File: src/rtl/imem_loader_pkg.sv
// Shared definitions for the instruction-memory loader.
//   state_t     : loader FSM state encoding
//   WORD_STRIDE : byte distance between consecutive instruction words
package imem_loader_pkg;

  typedef enum logic [2:0] {
    ST_IDLE      = 3'd0,
    ST_WAIT_WORD = 3'd1,
    ST_WR0       = 3'd2,
    ST_WR1       = 3'd3,
    ST_WR2       = 3'd4,
    ST_WR3       = 3'd5,
    ST_FINISH    = 3'd6
  } state_t;

  localparam int WORD_STRIDE = 4;

endpackage

File: src/rtl/imem_loader_if.sv
// Word-stream handshake plus byte-write bus of the instruction-memory loader.
//   WordValid/WordData/WordLast : word source -> loader
//   WordReady                   : loader -> word source
//   MemWrite/MemAddress/MemByte : loader -> instruction memory
// Modports: master = word source / memory side, slave = loader.
interface imem_loader_if #(
  parameter int ADDR_WIDTH = 10
);
  logic                  WordValid;
  logic [31:0]           WordData;
  logic                  WordLast;
  logic                  WordReady;
  logic                  MemWrite;
  logic [ADDR_WIDTH-1:0] MemAddress;
  logic [7:0]            MemByte;

  modport master (
    output WordValid, WordData, WordLast,
    input  WordReady, MemWrite, MemAddress, MemByte
  );

  modport slave (
    input  WordValid, WordData, WordLast,
    output WordReady, MemWrite, MemAddress, MemByte
  );
endinterface

File: src/rtl/imem_loader.sv
// Instruction-memory loader: accepts 32-bit words over a valid/ready stream
// and writes each one as four big-endian bytes to a byte-wide memory.
// Ports:
//   clk, reset   : clock, synchronous active-high reset
//   Start        : one-cycle session request (honoured only when idle)
//   StartAddress : first byte address of the session (bits [1:0] dropped)
//   bus          : word stream + memory write bus (slave modport)
//   Busy, Done   : session in progress / one-cycle end-of-session pulse
//   Wrapped      : sticky, pointer wrapped past the top address
//   WordCount    : words written this session, saturating
//
// state      | meaning
// IDLE       | no session, waiting for Start
// WAIT_WORD  | WordReady high, waiting for WordValid
// WR0..WR3   | one byte write per state, MSB first
// FINISH     | Done pulse, then back to IDLE
module imem_loader
  import imem_loader_pkg::*;
#(
  parameter int ADDR_WIDTH  = 10,
  parameter int COUNT_WIDTH = 9
) (
  input  logic                   clk,
  input  logic                   reset,
  input  logic                   Start,
  input  logic [ADDR_WIDTH-1:0]  StartAddress,
  imem_loader_if.slave           bus,
  output logic                   Busy,
  output logic                   Done,
  output logic                   Wrapped,
  output logic [COUNT_WIDTH-1:0] WordCount
);

  state_t                 r_state;
  state_t                 w_next;
  logic [ADDR_WIDTH-1:0]  r_ptr;
  logic [31:0]            r_word;
  logic                   r_last;
  logic                   r_mem_write;
  logic [ADDR_WIDTH-1:0]  r_mem_addr;
  logic [7:0]             r_mem_byte;
  logic                   r_wrapped;
  logic [COUNT_WIDTH-1:0] r_count;

  logic                   w_xfer;
  logic                   w_lane_wr;
  logic [1:0]             w_lane;
  logic [31:0]            w_word;
  logic [7:0]             w_byte;
  logic [ADDR_WIDTH:0]    w_ptr_inc;

  always_ff @(posedge clk) begin
    if (reset) r_state <= ST_IDLE;
    else       r_state <= w_next;
  end

  always_comb begin
    w_next = r_state;
    w_xfer = 1'b0;
    case (r_state)
      ST_IDLE:      if (Start) w_next = ST_WAIT_WORD;
      ST_WAIT_WORD: if (bus.WordValid) begin
        w_xfer = 1'b1;
        w_next = ST_WR0;
      end
      ST_WR0:       w_next = ST_WR1;
      ST_WR1:       w_next = ST_WR2;
      ST_WR2:       w_next = ST_WR3;
      ST_WR3:       w_next = r_last ? ST_FINISH : ST_WAIT_WORD;
      ST_FINISH:    w_next = ST_IDLE;
      default:      w_next = ST_IDLE;
    endcase
  end

  // Memory outputs are registered, so the lane is chosen from the state being
  // entered; on the transfer edge the word has not been captured yet and is
  // taken straight from the bus.
  always_comb begin
    w_lane_wr = 1'b1;
    w_lane    = 2'd0;
    case (w_next)
      ST_WR0:  w_lane = 2'd0;
      ST_WR1:  w_lane = 2'd1;
      ST_WR2:  w_lane = 2'd2;
      ST_WR3:  w_lane = 2'd3;
      default: w_lane_wr = 1'b0;
    endcase
  end

  assign w_word = w_xfer ? bus.WordData : r_word;

  always_comb begin
    w_byte = w_word[31:24];
    case (w_lane)
      2'd0: w_byte = w_word[31:24];
      2'd1: w_byte = w_word[23:16];
      2'd2: w_byte = w_word[15:8];
      2'd3: w_byte = w_word[7:0];
      default: w_byte = w_word[31:24];
    endcase
  end

  // Extra MSB catches the carry out of the top address for Wrapped.
  assign w_ptr_inc = {1'b0, r_ptr} + (ADDR_WIDTH+1)'(WORD_STRIDE);

  always_ff @(posedge clk) begin
    if (reset) begin
      r_ptr       <= '0;
      r_word      <= '0;
      r_last      <= 1'b0;
      r_mem_write <= 1'b0;
      r_mem_addr  <= '0;
      r_mem_byte  <= '0;
      r_wrapped   <= 1'b0;
      r_count     <= '0;
    end else begin
      r_mem_write <= w_lane_wr;
      if (w_lane_wr) begin
        // Pointer is word aligned, so the lane simply fills the low bits.
        r_mem_addr <= {r_ptr[ADDR_WIDTH-1:2], w_lane};
        r_mem_byte <= w_byte;
      end
      if (r_state == ST_IDLE && Start) begin
        r_ptr     <= StartAddress & ~ADDR_WIDTH'(3);
        r_count   <= '0;
        r_wrapped <= 1'b0;
      end
      if (w_xfer) begin
        r_word <= bus.WordData;
        r_last <= bus.WordLast;
      end
      if (r_state == ST_WR3) begin
        r_ptr <= w_ptr_inc[ADDR_WIDTH-1:0];
        if (w_ptr_inc[ADDR_WIDTH]) r_wrapped <= 1'b1;
        if (r_count != '1) r_count <= r_count + 1'b1;
      end
    end
  end

  assign bus.WordReady  = (r_state == ST_WAIT_WORD);
  assign bus.MemWrite   = r_mem_write;
  assign bus.MemAddress = r_mem_addr;
  assign bus.MemByte    = r_mem_byte;
  assign Busy           = (r_state != ST_IDLE);
  assign Done           = (r_state == ST_FINISH);
  assign Wrapped        = r_wrapped;
  assign WordCount      = r_count;

endmodule

File: src/flat_wrapper.sv
// flat-port wrapper written by rule: the top's interface ports become plain ports
module imem_loader_flat import imem_loader_pkg::*;
#(
  parameter int ADDR_WIDTH  = 10,
  parameter int COUNT_WIDTH = 9
)
  (clk, reset, Start, StartAddress, Busy, Done, Wrapped, WordCount, bus_WordValid, bus_WordData, bus_WordLast, bus_WordReady, bus_MemWrite, bus_MemAddress, bus_MemByte);
  imem_loader_if #(.ADDR_WIDTH(ADDR_WIDTH)) bus_i ();
  input  logic clk;
  input  logic reset;
  input  logic Start;
  input  logic [ADDR_WIDTH-1:0] StartAddress;
  output logic Busy;
  output logic Done;
  output logic Wrapped;
  output logic [COUNT_WIDTH-1:0] WordCount;
  input wire logic [$bits(bus_i.WordValid)-1:0] bus_WordValid;
  input wire logic [$bits(bus_i.WordData)-1:0] bus_WordData;
  input wire logic [$bits(bus_i.WordLast)-1:0] bus_WordLast;
  output wire logic [$bits(bus_i.WordReady)-1:0] bus_WordReady;
  output wire logic [$bits(bus_i.MemWrite)-1:0] bus_MemWrite;
  output wire logic [$bits(bus_i.MemAddress)-1:0] bus_MemAddress;
  output wire logic [$bits(bus_i.MemByte)-1:0] bus_MemByte;
  assign bus_i.WordValid = bus_WordValid;
  assign bus_i.WordData = bus_WordData;
  assign bus_i.WordLast = bus_WordLast;
  assign bus_WordReady = bus_i.WordReady;
  assign bus_MemWrite = bus_i.MemWrite;
  assign bus_MemAddress = bus_i.MemAddress;
  assign bus_MemByte = bus_i.MemByte;
  imem_loader #(.ADDR_WIDTH(ADDR_WIDTH), .COUNT_WIDTH(COUNT_WIDTH)) u_core (.clk(clk), .reset(reset), .Start(Start), .StartAddress(StartAddress), .bus(bus_i), .Busy(Busy), .Done(Done), .Wrapped(Wrapped), .WordCount(WordCount));
endmodule
File: config.mk
export PLATFORM = sky130hd
export DESIGN_NAME = imem_loader_flat
export DESIGN_NICKNAME = d
export VERILOG_FILES = /design/src/rtl/imem_loader_pkg.sv /design/src/rtl/imem_loader_if.sv /design/src/rtl/imem_loader.sv /design/src/flat_wrapper.sv
export SDC_FILE = /design/constraint.sdc
export NUM_CORES = 1
export LEC_CHECK = 0
export BUFFER_PORTS_ARGS = -buffer_cell sky130_fd_sc_hd__buf_2
export CAP_MARGIN = 20
export CORE_UTILIZATION = 40
export CTS_BUF_LIST = sky130_fd_sc_hd__clkbuf_8
export DETAILED_ROUTE_END_ITERATION = 16
export PLACE_DENSITY = 0.61
export SYNTH_ARGS = -nofsm -noshare
export SYNTH_HDL_FRONTEND = slang
export SYNTH_SLANG_ARGS = --single-unit
File: constraint.sdc
create_clock -name clk -period 2.49 [get_ports clk]
set_input_delay 0.498 -clock clk [delete_from_list [all_inputs] [get_ports clk]]
set_output_delay 0.498 -clock clk [all_outputs]
set_load 0.05 [all_outputs]
Yosys cells after proc, flatten, opt, wreduce, memory -nomap -nowiden
Index checks and enable logic that the tools add are counted.
- $add $sub $neg: 2
- equality and inequality tests: 14
- multiplexer cells: 18
- reductions and logical operators: 6
- operators by type and width (cell ; number):
    $mux W32 ; 1
    $pmux W8 S4 ; 1
    $mux W9 ; 3
    $mux W10 ; 2
    $pmux W3 S6 ; 1
    $eq A3 B3 Y1 const B ; 5
    $eq A3 B2 Y1 const B ; 4
    $add A10 B3 Y11 const B ; 1
    $add A9 B1 Y9 const B ; 1
    $mux W3 ; 3
    $ne A9 B9 Y1 const B ; 1
    $mux W1 ; 6
    $pmux W2 S3 ; 1
    $eq A2 B2 Y1 const B ; 2
    $reduce_or A4 Y1 ; 1
    $eq A3 B1 Y1 const B ; 1
    $logic_not A3 Y1 ; 1
    $reduce_bool A3 Y1 ; 1
    $eq A2 B1 Y1 const B ; 1
    $logic_not A2 Y1 ; 1
    $reduce_bool A2 Y1 ; 1
    $logic_and A1 B1 Y1 ; 1
- register bits: 75
- input bits: 47
- logic and storage cells: 49

Depth between registers and ports, before layout
- depth in word-level cells: 6
- gate-level depth with buffers: 9
- mapped depth without buffers: 8

Least setup slack after synthesis
Ideal clock, no wire load.
- kind: register to register
- start: reg u_core.r_state[0]
- end: reg u_core.r_mem_byte[7], in the netlist u_core.bus.MemByte[7]
- library setup time: 0.124 ns
- arrival time: 2.443 ns
- required time: 2.366 ns
- setup slack: -0.077 ns
- stages on the path, launching flop included: 7
- buffers on the path: 2
- clock period less this slack: 2.567 ns
- path through: dfxtp_1 -> buf_6 -> nor3b_1 -> nand2_1 -> buf_2 -> o221ai_1 -> a21oi_1
- cells in the longest elaborated chain, start to end: 6
- elaborated cells between the ends (all ways): 23
- classes of those cells: 12 x eq/ne; 8 x mux; 3 x reduce/logical
- ends and longest elaborated chain (element ; line ; RTL):
    start, declared ; imem_loader.sv:34 ; state_t r_state;
    start signal, assigned ; imem_loader.sv:54 ; else r_state <= w_next;
    $eq A3 B1 Y1 * ; - ;
    via bus_WordReady ; flat_wrapper.sv:20 ; output wire logic [$bits(bus_i.WordReady)-1:0] bus_WordReady;
    $pmux W3 S6 ; imem_loader.sv:60 ; case (r_state)
    $eq A3 B3 Y1 / $eq A3 B2 Y1 (equally long branches) ; imem_loader.sv:81 ; case (w_next)
    $pmux W2 S3 ; imem_loader.sv:81 ;
    $eq A2 B2 Y1 (tied with other cells) ; imem_loader.sv:94 ; case (w_lane)
    $pmux W8 S4 ; imem_loader.sv:94 ;
    end signal, assigned ; imem_loader.sv:121 ; r_mem_byte <= w_byte;
    end, declared ; imem_loader.sv:41 ; logic [7:0] r_mem_byte;
The timed path passes the listed nets; every way through them passes the cells marked *.
A chain may end at the register's enable or synchronous reset.

Worst setup path in the final report
- start: reg u_core.r_state[1]
- end: out Done
- cells in the longest elaborated chain, start to end: 1
- ends and longest elaborated chain (element ; line ; RTL):
    $eq A3 B3 Y1 ; imem_loader.sv:145 ; assign Done = (r_state == ST_FINISH);
    end, declared ; flat_wrapper.sv:14 ; output logic Done;
Every way passes these cells.

==> impl_metrics.toml <==
[synth]
netlist_area_sq_um = 2944
async_reset_ff_frac = 0
postSynthAreaPerCell_sq_um = 8.155
seq_area_frac_synth = 0.4420
synth_edf_count = 0
netlist_instances = 361
syn-num-nets = 411
yosys_warnings = 0
synth_ff_type = "dfxtp_1"
synth.distinct_cells = 49
synth-seq-cells = 65

[clock_tree]
cts_buffers = 9
clk_latency_ns = 0.34
clk_pin_slew_worst_paths_ns = 0.07
ctsHoldBuffers = 0
postCtsSetupBuffers = 0
clock_sinks = 65
clockBufferDepth = 2
cts_root_buf = "clkbuf_8"
cts_tree = "done"
htree_num_levels = 3
cts_resized = 0

[layout]
final_cell_mix = "88 x nand2_1, 76 x buf_2, 65 x dfxtp_1, 49 x a21oi_1, 23 x nor2_1"
synthToLayoutAreaGrowth_pct = 20.99
fin_cells = 529
n_antenna_cell = 0
final_util = 0.5130
nFillCells = 739
drive_gt1_frac = 0.2540
final_common_cell = "nand2_1"
layout.nets = 478

[die]
initial_core_util = 0.4240
die_h_um = 87.79
fp.dieW_um = 87.79
core_area_sq_um = 6944
rows = 30
die_area_sq_um = 7707
pin_count = 79

[timing]
tightestPinTransition_ns = 0.6291
relSlewSlack = 0.5806
rsz0062_at_grt = "false"
finalSetupTns_ns = 0
slew_viol_final = 0
fmax_mhz = 440.7
fin_crit_sh = 0.9114
finalClockSkew_ns = 0.006404
hold_viol = 0
setup_violations = 0
fin_crit_ns = 2.269

[route]
finalWirelength_um = 7096
first_pass_iters = 4
drt_iter0_markers = 81
wire_per_inst_um = 13.41
routed_via_density = 5.157
vias = 2728
drc = 0
ant_nets = 0

[global_route]
grt_pass1_wl_um = 11580
grt_max_degree = 35
antenna_found_initial = 0
grt_overflow = 0
grt_util_all_layers = 0.1969
grt_pass1_vias = 2526

[critical_path]
critical_path_peak_fanout = 16
critPathLaunchType = "flip-flop"
endpoint_kind = "output port"
worstSetupPathType = "flip-flop to output port"
crit_arrival_ns = 1.77
required_ns = 1.99

[job]
max-cap-violations = 0

[pwr]
irDropWorstVdd_mv = 0.3433
power_mw = 2.437
leakagePower_nw = 1.453
power.density_nw_per_um2 = 684.1

[placement]
dp.cells = 513
gp_congestion = 0.8041
place_hpwl_um = 4994
portBuffers = 76

[status]
status = "finished clean"

[min_path]
hp-class = "primary input to flip-flop"
==> synth_stat cells, drive strengths merged (5+ instances only) <==
cell / instances / area (sq um)
inv: 6 / 22.52
and2: 5 / 31.28
a2bb2oi: 5 / 43.79
o211ai: 6 / 45.04
o21ai: 7 / 38.79
buf: 18 / 122.6
clkbuf: 12 / 45.04
a21oi: 49 / 245.2
a22oi: 5 / 37.54
nor3: 5 / 25.02
nor2: 23 / 86.33
dfxtp: 65 / 1301
mux2i: 7 / 70.07
nand2: 88 / 330.3
==> through the flow <==
| stage | setup slack, ns | instance area [sq um] | hold slack (ns) |
|---|---|---|---|
| 3_5_place_dp | 0.3583 | 3369 | 0.4410 |
| 6_report | 0.2207 | 3562 | 0.3907 |
| 3_3_place_gp | 0.3864 | 3369 | 0.4365 |
| 2_1_floorplan | 0.1406 | 2949 | 0.4317 |
| 5_1_grt | 0.01967 | 3562 | 0.3852 |
| 4_1_cts | 0.2073 | 3562 | 0.3715 |
==> state kept, by name, summed over array words and instances, names as in the netlist <==
register / count
u_core.r_word: 24
u_core.bus.MemAddress: 10
u_core.WordCount: 9
u_core.bus.MemByte: 8
u_core.r_ptr: 8
u_core.r_state: 3
u_core.Wrapped: 1
u_core.bus.MemWrite: 1
u_core.r_last: 1
==> layout make-up <==
class                           instances  area, sq um  area share
Clock buffer                           13        178.9     0.05023
Timing Repair Buffer                   86        467.9      0.1314
Inverter                                6        22.52    0.006322
Tap cell                               96        120.1     0.03372
Sequential cell                        65         1301      0.3653
Multi-Input combinational cell        260         1458      0.4092
Clock inverter                          3        13.76    0.003864
==> worst max-delay path: stages (launching register included) <==
cell	delay, ns
dfxtp_1	0.67
inv_1	0.20
nor3_1	0.26
buf_2	0.31
==> report_power, final <==
part	internal [mW]	leakage (nW)	switching [mW]
clock network	0.463	0.107	0.384
logic	0.151	0.817	0.287
registers	1.10	0.529	0.0511
==> logic make-up after synthesis <==
kind of cell	Yosys count	share of synthesized area
AO/OA/AOI/OAI	95	0.2006
adder cells (fa/ha/maj)	3	0.01275
buffers and inverters	36	0.06459
flip-flops	65	0.4420
multiplexers	9	0.03145
AND/OR/NAND/NOR	153	0.2486
==> metal layers <==
metal | global-route usage | wire length, um
met1 | 0.2360 | 3186
met2 | 0.3221 | 3383
met3 | 0.07352 | 434
met4 | 0.07154 | 91
met5 | 0 | 0
==> path summary, 6_finish.rpt <==
path                         start                    end  slack (ns)  depth (start not counted)
min               bus_WordData[10]      u_core.r_word[10]        0.39                          3
max reg2reg    u_core.WordCount[0]    u_core.WordCount[7]        0.35                          8
max              u_core.r_state[1]                   Done        0.22                          3
min reg2reg  u_core.bus.MemByte[3]  u_core.bus.MemByte[3]        0.45                          2
No activity file was read; power rests on OpenSTA's default activity.
